### src/rtl/pes_moisture_conditioner.sv
// ============================================================================
// Module   : pes_moisture_conditioner
// Purpose  : Block-averages ADC moisture samples and applies two-threshold
//            hysteresis to produce a chatter-free "soil dry" request.
//            Optional idle watchdog enabled by defining MOIST_WATCHDOG_EN.
// Revision : 1.0 - initial release
// ============================================================================
`default_nettype none

module pes_moisture_conditioner #(
  parameter int DATA_W   = 10,
  parameter int AVG_LOG2 = 2,
  parameter int DRY_TH   = 300,
  parameter int WET_TH   = 500,
  parameter int TIMEOUT  = 1024
) (
  input  logic              clk,
  input  logic              rst,
  input  logic              adc_valid,
  input  logic [DATA_W-1:0] adc_data,
  output logic              moisture_sensor,
  output logic [DATA_W-1:0] avg_data,
  output logic              avg_valid,
  output logic              sensor_fault
);

  localparam int c_ACC_W = DATA_W + AVG_LOG2;
  localparam logic [DATA_W-1:0] c_DRY_TH = DATA_W'(DRY_TH);
  localparam logic [DATA_W-1:0] c_WET_TH = DATA_W'(WET_TH);

  typedef enum logic [0:0] {
    ST_WET = 1'b0,
    ST_DRY = 1'b1
  } state_t;

  state_t              r_state;
  state_t              w_state_next;
  logic [c_ACC_W-1:0]  r_acc;
  logic [AVG_LOG2-1:0] r_cnt;
  logic [c_ACC_W-1:0]  w_sum;
  logic [DATA_W-1:0]   w_avg;
  logic                w_last;
  logic                w_fault_hit;

  assign w_sum  = r_acc + c_ACC_W'(adc_data);
  assign w_avg  = w_sum[c_ACC_W-1:AVG_LOG2];
  assign w_last = adc_valid && (r_cnt == {AVG_LOG2{1'b1}});

  // Sample accumulation; a watchdog fault throws away the partial block.
  always_ff @(posedge clk or negedge rst) begin
    if (!rst) begin
      r_acc <= '0;
      r_cnt <= '0;
    end else if (w_fault_hit) begin
      r_acc <= '0;
      r_cnt <= '0;
    end else if (adc_valid) begin
      if (w_last) begin
        r_acc <= '0;
        r_cnt <= '0;
      end else begin
        r_acc <= w_sum;
        r_cnt <= r_cnt + 1'b1;
      end
    end
  end

  always_ff @(posedge clk or negedge rst) begin
    if (!rst) begin
      avg_data  <= '0;
      avg_valid <= 1'b0;
    end else begin
      avg_valid <= w_last;
      if (w_last) begin
        avg_data <= w_avg;
      end
    end
  end

  always_ff @(posedge clk or negedge rst) begin
    if (!rst) begin
      r_state <= ST_WET;
    end else begin
      r_state <= w_state_next;
    end
  end

  always_comb begin
    w_state_next = r_state;
    if (w_fault_hit) begin
      w_state_next = ST_WET;
    end else if (w_last) begin
      case (r_state)
        ST_WET:  if (w_avg < c_DRY_TH)  w_state_next = ST_DRY;
        ST_DRY:  if (w_avg >= c_WET_TH) w_state_next = ST_WET;
        default: w_state_next = ST_WET;
      endcase
    end
  end

  assign moisture_sensor = (r_state == ST_DRY);

`ifdef MOIST_WATCHDOG_EN
  localparam int c_IDLE_W = $clog2(TIMEOUT + 1);
  localparam logic [c_IDLE_W-1:0] c_TIMEOUT    = c_IDLE_W'(TIMEOUT);
  localparam logic [c_IDLE_W-1:0] c_TIMEOUT_M1 = c_IDLE_W'(TIMEOUT - 1);

  logic [c_IDLE_W-1:0] r_idle;
  logic                r_fault;

  // Fault fires only on the edge the idle count reaches TIMEOUT.
  assign w_fault_hit = !adc_valid && (r_idle == c_TIMEOUT_M1);

  always_ff @(posedge clk or negedge rst) begin
    if (!rst) begin
      r_idle  <= '0;
      r_fault <= 1'b0;
    end else if (adc_valid) begin
      r_idle  <= '0;
      r_fault <= 1'b0;
    end else begin
      if (r_idle != c_TIMEOUT) begin
        r_idle <= r_idle + 1'b1;
      end
      if (w_fault_hit) begin
        r_fault <= 1'b1;
      end
    end
  end

  assign sensor_fault = r_fault;
`else
  logic [31:0] w_unused_timeout;

  assign w_unused_timeout = TIMEOUT;
  assign w_fault_hit      = 1'b0;
  assign sensor_fault     = 1'b0;
`endif

endmodule

`default_nettype wire

### config.mk
export PLATFORM = sky130hd
export DESIGN_NAME = pes_moisture_conditioner
export DESIGN_NICKNAME = d
export VERILOG_FILES = /design/src/rtl/pes_moisture_conditioner.sv
export SDC_FILE = /design/constraint.sdc
export NUM_CORES = 1
export LEC_CHECK = 0
export ABC_CLOCK_PERIOD_IN_PS = 4600
export CAP_MARGIN = 20
export CORE_MARGIN = 2
export CORE_UTILIZATION = 56
export DETAILED_ROUTE_END_ITERATION = 12
export GPL_ROUTABILITY_DRIVEN = 0
export PLACE_DENSITY = 0.88
export SYNTH_ARGS = -nofsm -noshare
export SYNTH_HDL_FRONTEND = slang
export SYNTH_SLANG_ARGS = --single-unit
### constraint.sdc
create_clock -name clk -period 4.6 [get_ports clk]
set_input_delay 1.38 -clock clk [delete_from_list [all_inputs] [get_ports clk]]
set_output_delay 1.38 -clock clk [all_outputs]
set_load 0.03 [all_outputs]
# [Word level (Yosys, flattened, before mapping)]
# Cells that the tools add are included.
[totals] n_memories=0 word_cells=17 out_inout_bits=13 ram_bits=0 latch_bits=0 register_bits=26 romBits=0
[op_classes] mux=5 magnitude_cmp=2 n_shift=0 n_reduce_logical=1 eq_ne=1 div_mod_pow=0 n_addsub=2 mul=0 bitwise=1
[ops] op="12-bit by 10-bit adder with 12-bit output" n=1
[ops] op="12-bit 2-to-1 mux" n=1
[ops] op="10-bit by 9-bit >= comparator with 1-bit output (second input constant)" n=1
[ops] op="10-bit by 9-bit < comparator with 1-bit output (second input constant)" n=1
[ops] op="2-bit by 1-bit adder with 2-bit output (second input constant)" n=1
[ops] op="2-bit == test (second input constant)" n=1
[ops] op="1-bit 2-to-1 mux" n=2
[ops] op="2-bit 2-to-1 mux" n=1
[ops] op="1-bit one-hot mux with 2 select lines" n=1
[ops] op="1-bit logical AND" n=1
[ops] op="1-bit inverter" n=1

# [Longest topological paths before layout]
[logic_depth] word_depth=4 mapped_depth=11 ltp_nobuf=11

# [Least setup slack after synthesis]
# OpenSTA, ideal clock, no wires.
[synth_path] path_kind="input -> register" from="input port adc_data[0]" to="register r_state, in the netlist moisture_sensor" cell_stages=11 path_buffers=0 t_arrival_ns=3.235 required_ns=4.478 setup_time_ns=0.122 setup_slack_ns=1.243 path_cell_list="ha_1 > inv_1 > fa_1 > nand2b_1 > a21oi_1 > o21ai_0 > a21o_1 > a211o_1 > o41ai_2 > nand2_1 > a32o_1"
[synth_between] elab_chain_len=4 word_cells_on_any_way=6
[synth_rtl] element="start: declaration" line="20" source="input logic [DATA_W-1:0] adc_data,"
[synth_rtl] element="12-bit by 10-bit adder with 12-bit output (*)" line="45" source="assign w_sum = r_acc + c_ACC_W'(adc_data);"
[synth_rtl] element="10-bit by 9-bit >= comparator with 1-bit output / 10-bit by 9-bit < comparator with 1-bit output (equally long branches)" line="95, 94"
[synth_rtl] element="1-bit 2-to-1 mux, on equally long branches" line="95, 94"
[synth_rtl] element="1-bit one-hot mux with 2 select lines (*)" line="93" source="case (r_state)"
[synth_rtl] element="end signal: assignment" line="84" source="r_state <= w_state_next;"
[synth_rtl] element="end: declaration" line="36" source="state_t r_state;"
# Mark *: on every way between the ends. The rest lies on a longest branch, timed or not.
# A chain may end at the register's enable or synchronous reset.

# [Worst setup path after layout]
# Ends and elaborated chain as after synthesis.

==> flow_metrics.env <==
export IMPL_final_layout_size_suffix_gt1_frac=0.0747
export IMPL_vias_per_cell=6.01
export IMPL_cts_buffers=3
export IMPL_synth_top_cell_area_share=0.429
export IMPL_clockRootBuffer="clkbuf_4"
export IMPL_antennaDiodeCount=0
export IMPL_area_growth_pct=18.5
export IMPL_start_util=0.601
export IMPL_r2r_setup_slack_ns=2.01
export IMPL_post_cts_buffers=0
export IMPL_worstMarginPinSlew_ns=0.502
export IMPL_cpPeakStageDelay_ns=0.46
export IMPL_num_vias=1226
export IMPL_yosys_top_cells_area="dfrtp_1 43%, ha_1 9.1%, o2bb2ai_1 5.2%, o21ai_0 4.0%, nand2_1 4.0%"
export IMPL_drc=0
export IMPL_clkSlewWorstSetupHoldPaths_ns=0.13
export IMPL_powerDensity_mw_per_mm2=711
export IMPL_ant_nets=0
export IMPL_cts_hold_buf=0
export IMPL_setup_viol_count_final=0
export IMPL_combPwrFrac=0.620
export IMPL_final_setup_tns_ns=0
export IMPL_placed_area_sq_mm=0.00177
export IMPL_crit_buf_inv=2
export IMPL_nets=201
export IMPL_cp_cell_sequence="clkdlybuf4s50_1, ha_1, inv_1, fa_1, nand2b_1, a21oi_1, o21ai_0, a21oi_1, xnor2_1, o41ai_2, nand2_1, a32o_1"
export IMPL_die_width_um=56.0
export IMPL_cts_tree="done"
export IMPL_reg2regPathDepth=11
export IMPL_p_leak_nw=0.790
export IMPL_synth_area_per_cell_sq_um=9.98
export IMPL_async_flop_share=1.00
export IMPL_fin_area_sq_mm=0.00180
export IMPL_max_slew_margin=0.664
export IMPL_dp_slack_ns=0.524
export IMPL_finalWorstSetupSlack_ns=0.861
export IMPL_grt_pass1_wl_um=5330
export IMPL_yosys_warnings=0
export IMPL_seq_area_sq_um=651
export IMPL_crit_path_start_kind="input pin"
export IMPL_cts_max_path_buffers=2
export IMPL_netSwitchingFraction=0.461
export IMPL_critPathSlowestCell="clkdlybuf4s50_1"
export IMPL_place_hpwl_um=2370
export IMPL_worstSetupStartpoint="adc_data[0]"
export IMPL_grt_overflow=0
export IMPL_clock_skew_ns=0.00531
export IMPL_grt_use_total=0.208
export IMPL_drtIter0Drc=19
export IMPL_fin_crit_sh=0.813
export IMPL_fin_crit_ns=3.74
export IMPL_antenna_found_initial=0
export IMPL_wl_um=3070
export IMPL_reg2reg_to="moisture_sensor"
export IMPL_power_switching_mw=0.589
export IMPL_arrival_ns=3.96
export IMPL_synth_common_cells="26 x dfrtp_1, 16 x nand2_1, 12 x o21ai_0, 11 x ha_1, 10 x a21oi_1"
export IMPL_reg2reg_from="r_acc[0]"
export IMPL_syn_instance_count=152
export IMPL_synth_seq_cells=26
export IMPL_grt_pass1_vias=1210
export IMPL_path_max_fanout=4
export IMPL_yosysMostFrequentCell="dfrtp_1"
export IMPL_dieArea_sq_mm=0.00314
export IMPL_cts_sinks=26
export IMPL_endpoint_kind="flop"
export IMPL_port_buffers=24
export IMPL_rows=18
export IMPL_core_area_sq_mm=0.00252
export IMPL_p_int_mw=0.689
export IMPL_synth_edf_count=0
export IMPL_endpoint="moisture_sensor"
export IMPL_syn_area_sq_mm=0.00152
export IMPL_fmax_mhz=267
export IMPL_hold_path_class="reg2reg"
export IMPL_ctsHtreeMaxLevel=1
export IMPL_multi_input_area_sq_um=801
export IMPL_fp_dieH_um=56.0
export IMPL_ioPinCount=26
export IMPL_peakVddDrop_mv=0.441
export IMPL_p_clk_frac=0.074
export IMPL_clk_latency_ns=0.32
export IMPL_crit_top_cell="a21oi_1"
export IMPL_seqPwrFrac=0.307
export IMPL_cts_resized=0
export IMPL_cp_required_ns=4.82
export IMPL_rsz0062_at_grt="no"
export IMPL_hold_viol=0
export IMPL_cp_top_family="compound AO/OA/AOI/OAI gates"
export IMPL_maxCapViolCount=0
export IMPL_first_pass_iters=5
export IMPL_crit_type="in2reg"
export IMPL_status="finished, final reports clean"
export IMPL_synth_top_cell_by_area="dfrtp_1"
export IMPL_ys_flop_type="dfrtp_1"
export IMPL_yosysUniqueCellTypes=39
export IMPL_cp_depth=12
export IMPL_wl_per_cell_um=15.1
export IMPL_syn_num_nets=177
export IMPL_ys_seq_area_frac=0.429
export IMPL_grt_max_degree=27
export IMPL_drv_slew=0
export IMPL_nFillCells=191
how the worst min path moves through the flow:
stage | from | end | slack, ns | cells past startpoint
after global routing | r_cnt[0] | r_cnt[0] | 0.52 | 1
after detailed placement | avg_data[7] | avg_data[7] | 0.48 | 2
after CTS | r_cnt[0] | r_cnt[0] | 0.50 | 1
final | avg_data[3] | avg_data[3] | 0.50 | 2
after global placement | avg_data[5] | avg_data[5] | 0.46 | 2
after floorplan | r_cnt[0] | r_cnt[0] | 0.46 | 1
stage by stage:
| step | hold slack [ns] | power (mW) | utilization | cells |
|---|---|---|---|---|
| after floorplan | 0.457 | 0.957 | - | 152 |
| after global placement | 0.460 | 1.14 | 0.703 | 201 |
| after detailed placement | 0.476 | 1.18 | 0.703 | 201 |
| after CTS | 0.504 | 1.28 | 0.712 | 204 |
| after global routing | 0.523 | 1.38 | 0.712 | 204 |
| final | 0.499 | 1.28 | 0.712 | 204 |
cells by family (layout without fill, tap and decap cells):
family	count (synthesis)	after routing	synth area share
DFF	26	26	0.429
and+or+nand+nor	34	34	0.106
buffers and inverters	16	38	0.0429
adders and majority gates	12	12	0.104
xor gates and xnor gates	10	10	0.0578
muxes	4	4	0.0281
other	1	1	0.00247
AOI/OAI and AO/OA	49	49	0.230
state kept, by name (all words and copies together) (netlist names):
name / count
r_acc: 12
avg_data: 10
r_cnt: 2
moisture_sensor: 1
avg_valid: 1
power groups by stage:
stage | registers [mW] | logic, mW | clock network, mW
finish | 0.392 | 0.792 | 0.0944
global route | 0.403 | 0.870 | 0.107
CTS | 0.392 | 0.791 | 0.0973
detailed placement | 0.397 | 0.786 | 0
global placement | 0.390 | 0.751 | 0
floorplan | 0.478 | 0.479 | 0
cells in the final DEF (no fill, tap or decap), drive strengths merged, types with 3 or more instances in the layout:
master,count
xor2,4
dfrtp,26
o21ai,15
inv,9
o2bb2ai,9
a21oi,10
ha,11
nor3,3
nand2b,4
xnor2,6
clkdlybuf4s50,24
clkbuf,3
nand2,16
nor2,5
cell type report:
type | count | share of cell area
repair buffers | 25 | 0.138
multi-input cells | 110 | 0.446
flip-flops and latches | 26 | 0.362
inverters | 10 | 0.0209
clock buffers | 3 | 0.0125
well taps | 30 | 0.0209
per-layer routing:
metal,vias to the layer above,wire length (um),GRT usage
met2,40,1460,0.341
met4,0,61,0.0850
met1,590,1400,0.272
met3,9,151,0.0372
li1,587,-,-
met5,-,0,0
worst min-delay path, cell delays in order, from the launching register on:
cell     delay (ns)
dfrtp_1        0.37
nand2_1        0.05
o21ai_0        0.06
No activity file was read; power rests on OpenSTA's default activity.
